### config.mk
export PLATFORM = sky130hd
export DESIGN_NAME = coffee_dispense_ctrl
export DESIGN_NICKNAME = d
export VERILOG_FILES = /design/src/rtl/coffee_dispense_ctrl.sv
export SDC_FILE = /design/constraint.sdc
export NUM_CORES = 1
export LEC_CHECK = 0
export CELL_PAD_IN_SITES_DETAIL_PLACEMENT = 2
export CELL_PAD_IN_SITES_GLOBAL_PLACEMENT = 2
export CORE_UTILIZATION = 30
export CTS_BUF_LIST = sky130_fd_sc_hd__clkbuf_4 sky130_fd_sc_hd__clkbuf_8
export CTS_CLUSTER_SIZE = 12
export DETAILED_ROUTE_END_ITERATION = 12
export GPL_TIMING_DRIVEN = 0
export HOLD_SLACK_MARGIN = 0.02
export MAX_ROUTING_LAYER = met4
export PLACE_DENSITY = 0.84
export SETUP_SLACK_MARGIN = 0.5
export SLEW_MARGIN = 20
export SYNTH_ARGS = -nofsm -noshare
export SYNTH_HDL_FRONTEND = slang
export SYNTH_SLANG_ARGS = --single-unit
### constraint.sdc
create_clock -name clk -period 2.15 [get_ports clk]
set_clock_uncertainty 0.2 [all_clocks]
set_input_delay 0.3225 -clock clk [delete_from_list [all_inputs] [get_ports clk]]
set_output_delay 0.3225 -clock clk [all_outputs]
set_load 0.05 [all_outputs]
### src/rtl/coffee_dispense_ctrl.sv
// Dispense sequencer behind the coin acceptor: queues orders, then runs
// heater check, cup drop, cup detect, timed pour and cup removal per order.
module coffee_dispense_ctrl #(
    parameter int unsigned CUP_CYCLES     = 4,
    parameter int unsigned POUR_CYCLES    = 16,
    parameter int unsigned TIMEOUT_CYCLES = 32,
    parameter int unsigned MAX_PENDING    = 3
) (
    input  logic       clk,
    input  logic       reset,
    input  logic       vend_req,
    input  logic       heater_ready,
    input  logic       cup_present,
    input  logic       fault_clr,
    output logic       cup_drop,
    output logic       valve_open,
    output logic       busy,
    output logic       done,
    output logic       fault,
    output logic       overflow,
    output logic [1:0] pending
);

    localparam int unsigned TMR_MAX_A = (CUP_CYCLES > POUR_CYCLES) ? CUP_CYCLES : POUR_CYCLES;
    localparam int unsigned TMR_MAX   = (TMR_MAX_A > TIMEOUT_CYCLES) ? TMR_MAX_A : TIMEOUT_CYCLES;
    localparam int unsigned TMR_W     = $clog2(TMR_MAX + 1);
    localparam int unsigned PEND_W    = 2;

    typedef enum logic [2:0] {
        S_IDLE,
        S_WAIT_HEAT,
        S_DROP_CUP,
        S_WAIT_CUP,
        S_POUR,
        S_REMOVE,
        S_FAULT
    } state_t;

    state_t              r_state;
    logic [TMR_W-1:0]    r_timer;
    logic [PEND_W-1:0]   r_pending;
    logic                r_done;
    logic                r_overflow;
    logic                w_start;

    // An order is taken off the queue only when the cup drop actually begins.
    assign w_start = heater_ready &&
                     (((r_state == S_IDLE) && (r_pending != '0)) || (r_state == S_WAIT_HEAT));

    always_ff @(posedge clk or posedge reset) begin
        if (reset) begin
            r_state    <= S_IDLE;
            r_timer    <= '0;
            r_pending  <= '0;
            r_done     <= 1'b0;
            r_overflow <= 1'b0;
        end else begin
            r_done     <= 1'b0;
            r_overflow <= 1'b0;

            case (r_state)
                S_IDLE: begin
                    if (w_start) begin
                        r_state <= S_DROP_CUP;
                        r_timer <= '0;
                    end else if (r_pending != '0) begin
                        r_state <= S_WAIT_HEAT;
                    end
                end
                S_WAIT_HEAT: begin
                    if (w_start) begin
                        r_state <= S_DROP_CUP;
                        r_timer <= '0;
                    end
                end
                S_DROP_CUP: begin
                    if (r_timer == TMR_W'(CUP_CYCLES - 1)) begin
                        r_state <= S_WAIT_CUP;
                        r_timer <= '0;
                    end else begin
                        r_timer <= r_timer + TMR_W'(1);
                    end
                end
                S_WAIT_CUP: begin
                    if (cup_present) begin
                        r_state <= S_POUR;
                        r_timer <= '0;
                    end else if (r_timer == TMR_W'(TIMEOUT_CYCLES - 1)) begin
                        r_state <= S_FAULT;
                        r_timer <= '0;
                    end else begin
                        r_timer <= r_timer + TMR_W'(1);
                    end
                end
                S_POUR: begin
                    // Losing the cup mid-pour wins over normal completion.
                    if (!cup_present) begin
                        r_state <= S_FAULT;
                        r_timer <= '0;
                    end else if (r_timer == TMR_W'(POUR_CYCLES - 1)) begin
                        r_state <= S_REMOVE;
                        r_timer <= '0;
                    end else begin
                        r_timer <= r_timer + TMR_W'(1);
                    end
                end
                S_REMOVE: begin
                    if (!cup_present) begin
                        r_state <= S_IDLE;
                        r_done  <= 1'b1;
                    end
                end
                S_FAULT: begin
                    if (fault_clr) begin
                        r_state <= S_IDLE;
                    end
                end
                default: begin
                    r_state <= S_IDLE;
                    r_timer <= '0;
                end
            endcase

            // Simultaneous order and start cancel out; a full queue drops the order.
            if (vend_req && !w_start) begin
                if (r_pending == PEND_W'(MAX_PENDING)) begin
                    r_overflow <= 1'b1;
                end else begin
                    r_pending <= r_pending + PEND_W'(1);
                end
            end else if (!vend_req && w_start) begin
                r_pending <= r_pending - PEND_W'(1);
            end
        end
    end

    assign cup_drop   = (r_state == S_DROP_CUP);
    assign valve_open = (r_state == S_POUR);
    assign fault      = (r_state == S_FAULT);
    assign busy       = (r_state != S_IDLE) && (r_state != S_FAULT);
    assign done       = r_done;
    assign overflow   = r_overflow;
    assign pending    = r_pending;

endmodule
==> results of run 1 <==
==> stage by stage <==
| stage | hold slack [ps] | area [um^2] | setup TNS (ps) | worst slack, ps | cells |
|---|---|---|---|---|---|
| floorplan | -0.676 | 897 | -408 | -119 | 93 |
| global placement | 290 | 1060 | -3280 | -525 | 136 |
| detailed placement | 328 | 1060 | -4420 | -648 | 136 |
| CTS | 203 | 1340 | -1160 | -252 | 157 |
==> logic make-up after synthesis <==
| group | after synthesis | synth area share (%) |
|---|---|---|
| and+or+nand+nor | 43 | 30.6 |
| muxes | 2 | 3.56 |
| adders and majority gates | 1 | 1.48 |
| DFF | 13 | 38.6 |
| AOI/OAI and AO/OA | 23 | 20.6 |
| buffers and inverters | 11 | 5.19 |
==> synth_stat cells, types with 2 or more instances <==
library cell               count  area (um^2)
sky130_fd_sc_hd__nor3_1        3         15.0
sky130_fd_sc_hd__o31a_1        3         26.3
sky130_fd_sc_hd__o21ai_0       5         25.0
sky130_fd_sc_hd__nor4_1        2         12.5
sky130_fd_sc_hd__dfrtp_1      13          325
sky130_fd_sc_hd__nor4b_1       2         17.5
sky130_fd_sc_hd__a21oi_1       3         15.0
sky130_fd_sc_hd__and3_1        4         25.0
sky130_fd_sc_hd__mux2_4        2         30.0
sky130_fd_sc_hd__nand2_1       9         33.8
sky130_fd_sc_hd__buf_2         2         10.0
sky130_fd_sc_hd__nand3_1       4         20.0
sky130_fd_sc_hd__o211ai_1      3         22.5
sky130_fd_sc_hd__nor2_1        7         26.3
sky130_fd_sc_hd__nand2b_1      2         12.5
sky130_fd_sc_hd__a21o_1        2         15.0
sky130_fd_sc_hd__inv_1         8         30.0
==> timing repair <==
item                       CTS
setup endpoints to repair   20
resized for setup           79
buffers inserted            17
pin swaps                   10
==> results.txt, run 1 <==
* Status: stopped before the end
* Last stage the flow got to: global routing (5_1_grt)
- The first error in the log reads "[ERROR DPL-0033] detailed placement checks failed during check placement".
- Register bit count reported by yosys: 13
* Number of I/O pins: 14
- The synthesized netlist contains 36 unique library cells.
- The cell count after synthesis came out at 93.
* Syn avg cell area: 9.07 um^2
* Count of port buffers added during placement: 13
- Number of synthesized flops with an enable pin: 0
* CTS H-tree lvls: 1
* CTS Buffer Depth: 2
* Total CTS buffers: 3
* Pin count of the biggest net entering global routing: 14
* Fraction of registers with async set/reset: 100%
- Detailed placement ended at an HPWL of 1.90 mm.
- After the last repair the worst path ends at a sequential cell input.
- For this configuration, the core starts out at a cell density of 32.8%.
* # hold bufs at CTS: 0
* Initial antenna violation count: 0
* Netlist area before placement: 843 um^2
- After floorplanning, the core was divided into 18 placement rows.
- Seq/Total Area, Yosys: 38.6%
- From bottom edge to top edge, the die measures 55.0 um.
- Clock sink count: 13
* Count of warnings emitted by yosys: 0
- Clock tree root driver cell: sky130_fd_sc_hd__clkbuf_4
- The floorplan step set the die width to 55.0 um.
- The number of nets handed over by synthesis was 100.
* Top_reg_cell synth: sky130_fd_sc_hd__dfrtp_1
- RePlAce Congestion: 0.742
* Worst-slack endpoint at the end of global-route timing repair: r_state[1]$_DFFE_PP0P_/D
==> run 2: changes to the inputs <==
==> config.mk (replaced) <==
export PLATFORM = sky130hd
export DESIGN_NAME = coffee_dispense_ctrl
export DESIGN_NICKNAME = d
export VERILOG_FILES = /design/src/rtl/coffee_dispense_ctrl.sv
export SDC_FILE = /design/constraint.sdc
export NUM_CORES = 1
export LEC_CHECK = 0
export CORE_AREA = 2 2 63 65
export DETAILED_ROUTE_END_ITERATION = 12
export DIE_AREA = 0 0 65 67
export GPL_TIMING_DRIVEN = 0
export PLACE_DENSITY_LB_ADDON = 0.15
export SLEW_MARGIN = 20
export SYNTH_ARGS = -nofsm -noshare
export SYNTH_HDL_FRONTEND = slang
export SYNTH_SLANG_ARGS = --single-unit
==> constraint.sdc (replaced) <==
create_clock -name clk -period 2.8 [get_ports clk]
set_clock_uncertainty 0.2 [all_clocks]
set_input_delay 0.42 -clock clk [delete_from_list [all_inputs] [get_ports clk]]
set_output_delay 0.42 -clock clk [all_outputs]
set_load 0.05 [all_outputs]
==> run 2 against run 1 <==
Compared with the run above: the run now ends clean; area after synthesis unchanged; synthesized cell count did not move.
==> results.txt, run 2 <==
- The flow ran to the end, and the final reports show no timing, DRC or antenna violations.
* Final design instance area without fill: 0.00108 mm^2
- Critical Path AT: 2050 ps
* Fraction of registers with async set/reset: 100%
- After clock tree synthesis, the clock-pin slew on the worst setup and hold paths is 60 ps.
* Largest family of logic cells by synthesized area: simple AND/OR/NAND/NOR gates
- Once detail routing completed, the nets flagged for antenna violations numbered 0.
* Share of post-route cells with drive strength above 1: 13.6%
- After floorplanning, the core was sized to cover 0.00361 mm^2.
* Reg2reg path depth: 6
- Count of nets after finishing: 118
- Number of global-route vias before repair: 727
- Placed cell areas: 0.00103 mm^2
- For the pin with the worst max-slew slack, the measured transition is 742 ps.
- Setup repair after global routing left no endpoint under its margin.
- For the worst-skew pair, the clock arrives at the later sink with an insertion delay of 240 ps.
* Post-synthesis net count: 100
- Final setup violation count: 0
* Total Routing Usage GR: 10.7%
* Cell types with the highest counts after synthesis: sky130_fd_sc_hd__dfrtp_1, sky130_fd_sc_hd__nand2_1, sky130_fd_sc_hd__inv_1, sky130_fd_sc_hd__nor2_1, sky130_fd_sc_hd__o21ai_0
- The number of hold violations in the final report came to 0.
* Die width: 65 um
- Counting flops per register, the top entry is r_timer.
- Once the floorplan was initialized, standard cells occupied 23.4% of the core.
- The number of different library cells used by synthesis comes to 36.
- Length of the first detailed-routing pass in iterations: 3
- Registers are responsible for 24.5% of the overall power.
- Global routing finished with a remaining overflow of 0.
- Internal power comes to 653 uW.
- Total negative slack: 0 ps
- CP max stage delay: 710 ps
- Endpoint class of the critical path: output port
* Initial antenna violation count: 0
- Half-perimeter wire length after detailed placement: 1.49 mm
- Most frequent standard cell in the layout excluding fill and tap cells: sky130_fd_sc_hd__dfrtp_1
- In this run the number of H-tree levels came out at 1.
- Entering global routing, the biggest net connects 14 pins.
- Total CTS buffers: 3
* Number of cells traversed by the worst hold path: 1
- IR analysis of the VDD net gives a maximum drop of 0.559 mV.
- The synthesized netlist devotes 0% of its cell area to XOR and XNOR gates.
- Headroom to the max-slew limit came out at 49.7%.
- For this design the ratio of total power to cell area is 1130 mW/mm^2.
- Clock sink count: 13
- Static power due to leakage: 0.496 nW
- Synthesized-area fraction occupied by adder cells: 1.48%
* Startpoint-to-endpoint class of the critical path: register to output port
- Sorting the synthesized cells by area gives the leading types as sky130_fd_sc_hd__dfrtp_1, sky130_fd_sc_hd__nand2_1, sky130_fd_sc_hd__inv_1.
- Count of port buffers added during placement: 13
- Switch share: 46.6%
- Number of placement rows: 22
- Height of the chip: 67 um
- Endpoint required time on the critical path: 2180 ps
* N_diodes: 0
- Summed over all layers, the routed wires come to 1.96 mm.
- The clock network accounts for 13.6% of the total power.
- The largest individual stage delay along the critical path comes from the cell sky130_fd_sc_hd__clkdlybuf4s50_1.
- Leaving out fill and tap cells, the most frequent cells in the layout are sky130_fd_sc_hd__dfrtp_1, sky130_fd_sc_hd__clkdlybuf4s50_1, sky130_fd_sc_hd__nand2_1, sky130_fd_sc_hd__inv_1, sky130_fd_sc_hd__nor2_1.
* Number of I/O pins: 14
- Summing every instance area after synthesis gives 843 um^2.
- Via count of the routed design: 750
* Relative contribution of combinational cells to total power: 61.9%
- Seq/Total Area, Yosys: 38.6%
* CTS tree: yes
- The min-delay analysis places its worst path in the category register to register.
- DRC violations left: 0
* WL/cell: 12.4 um
* Number of buffers inserted by post-CTS setup repair: 0
- The portion of synthesized area spent on multiplexers is 3.56%.
- Series of cell instances along the critical path: buf_2, inv_1, nor2_1, or3_1, clkdlybuf4s50_1
* Instance count of the mapped netlist: 93
- Max_cap viols: 0
- The max-slew violation count came to 0.
- The floorplan step defined a die boundary enclosing 0.00436 mm^2.
* Number of synthesized flops with an enable pin: 0
* Net switching power of the design: 569 uW
* Count of warnings emitted by yosys: 0
- For this block, the initial DRC count from the detailed router was 36.
- In this run, placement finished with an instance count of 154.
- Proportion of netlist area held by the largest area contributor: 38.6%
* Clock tree root driver cell: sky130_fd_sc_hd__clkbuf_8
- No sink is reached through more buffers than the 2 on the longest clock path.
- Cell type contributing the most total cell area after synthesis: sky130_fd_sc_hd__dfrtp_1
- The first global-routing pass estimated 3.48 mm of wire.
- Register bit count reported by yosys: 13
* Most common cell in the synthesized netlist: sky130_fd_sc_hd__dfrtp_1
- The register with the most flip-flops in the layout has 6 of them.
- The number of hold buffers added after CTS was 0.
* Post-Layout Cell Count: 158
* Top achievable clock speed: 0.375 GHz
* Shortest clock period the worst path allows after layout: 2670 ps
- Routability-driven placement finished with a final weighted congestion of 0.805.
- Syn avg cell area: 9.07 um^2
* Period utilisation layout: 95.2%
* Basic-gate share of the synthesized area counting and, or, nand and nor cells: 30.6%
* Via count normalized by instance count: 4.75
* Top_reg_cell synth: sky130_fd_sc_hd__dfrtp_1
* Area growth from synthesis to layout: 28.6%
- Summing the areas of all compound-gate instances in the mapped netlist gives 20.6% of the synthesized area.
- The worst setup path is launched from a register.
* Post-Route Hold Slack: 304 ps
- Of all nets on the critical path, the largest fanout is 10.
## run 2: cell counts after synthesis
Identical to the previous run, type by type.
## run 2: stage by stage
stage	utilization [%]	power (mW)	setup WS [ps]
after floorplan	-	0.871	245
after global placement	28.7	1.06	105
after detailed placement	28.7	1.06	109
after CTS	29.9	1.24	67.5
after global routing	30.1	1.32	32.9
final	30.1	1.22	134
## run 2: metal layers
layer	wire length (um)	GRT usage, %	share of wire [%]	vias up
met5	0	0	0	-
met2	872	15.6	44	9
met1	1020	14.8	52	358
met3	42	1.52	2.1	2
met4	27	6.38	1.4	0
li1	-	-	-	381
## run 2: cells by family (layout without fill, tap and decap cells)
kind of cell    count (synthesis)  after routing
simple gates                   43             43
fa+ha+maj                       1              1
flops                          13             13
buf+inv                        11             28
compound gates                 23             23
mux                             2              2
## run 2: layout make-up
class	count	area, um^2
Buffer	3	13.8
Clock buffer	3	41.3
Clock inverter	1	5.00
Fill cell	392	2520
Inverter	8	30.0
Multi-Input combinational cell	69	474
Sequential cell	13	325
Tap cell	48	60.1
Timing Repair Buffer	13	135
## run 2: path summary, 6_finish.rpt
check / from / endpoint / slack, ps
max: r_state[2] / busy / 130
max in group asynchronous: reset / r_state[0] / 1720
min reg2reg: r_timer[0] / r_timer[0] / 300
min in group asynchronous: reset / r_timer[2] / 320
max reg2reg: r_timer[0] / r_state[0] / 260
min: r_timer[0] / r_timer[0] / 300
## run 2: power by group through the flow
| stage | clock, mW | combinational [mW] | sequential (mW) |
|---|---|---|---|
| floorplan | 0 | 0.531 | 0.340 |
| global placement | 0 | 0.758 | 0.303 |
| detailed placement | 0 | 0.759 | 0.305 |
| CTS | 0.173 | 0.762 | 0.301 |
| global route | 0.184 | 0.828 | 0.311 |
| finish | 0.166 | 0.757 | 0.300 |
## run 2: what timing repair did
action | 4_1_cts | 5_1_grt
endpoints found under the hold margin | 0 | 0
gates resized for setup | 0 | 2
setup endpoints to repair | 0 | 2
## run 2: worst max-delay path, delay by kind of cell (launching register included)
family                 cells  cell delay (ps)
buffers and inverters      3             1050
flip-flops                 1              380
AND/OR/NAND/NOR            2              380
Note: power is estimated with default switching activity, not from simulation.
==> run 3: changes to the inputs <==
--- a/config.mk
+++ b/config.mk
@@ -9,6 +9,7 @@
 export DETAILED_ROUTE_END_ITERATION = 12
 export DIE_AREA = 0 0 65 67
 export GPL_TIMING_DRIVEN = 0
+export MAX_ROUTING_LAYER = met4
 export PLACE_DENSITY_LB_ADDON = 0.15
 export SLEW_MARGIN = 20
 export SYNTH_ARGS = -nofsm -noshare
==> results of run 3 <==
Same layout as run 2: the final DEF is identical, and so are final timing and power.
Main changes from that run: final weighted congestion in routability-driven placement 0.805 -> 0.817; overall routing resource usage 10.7% -> 11.0%
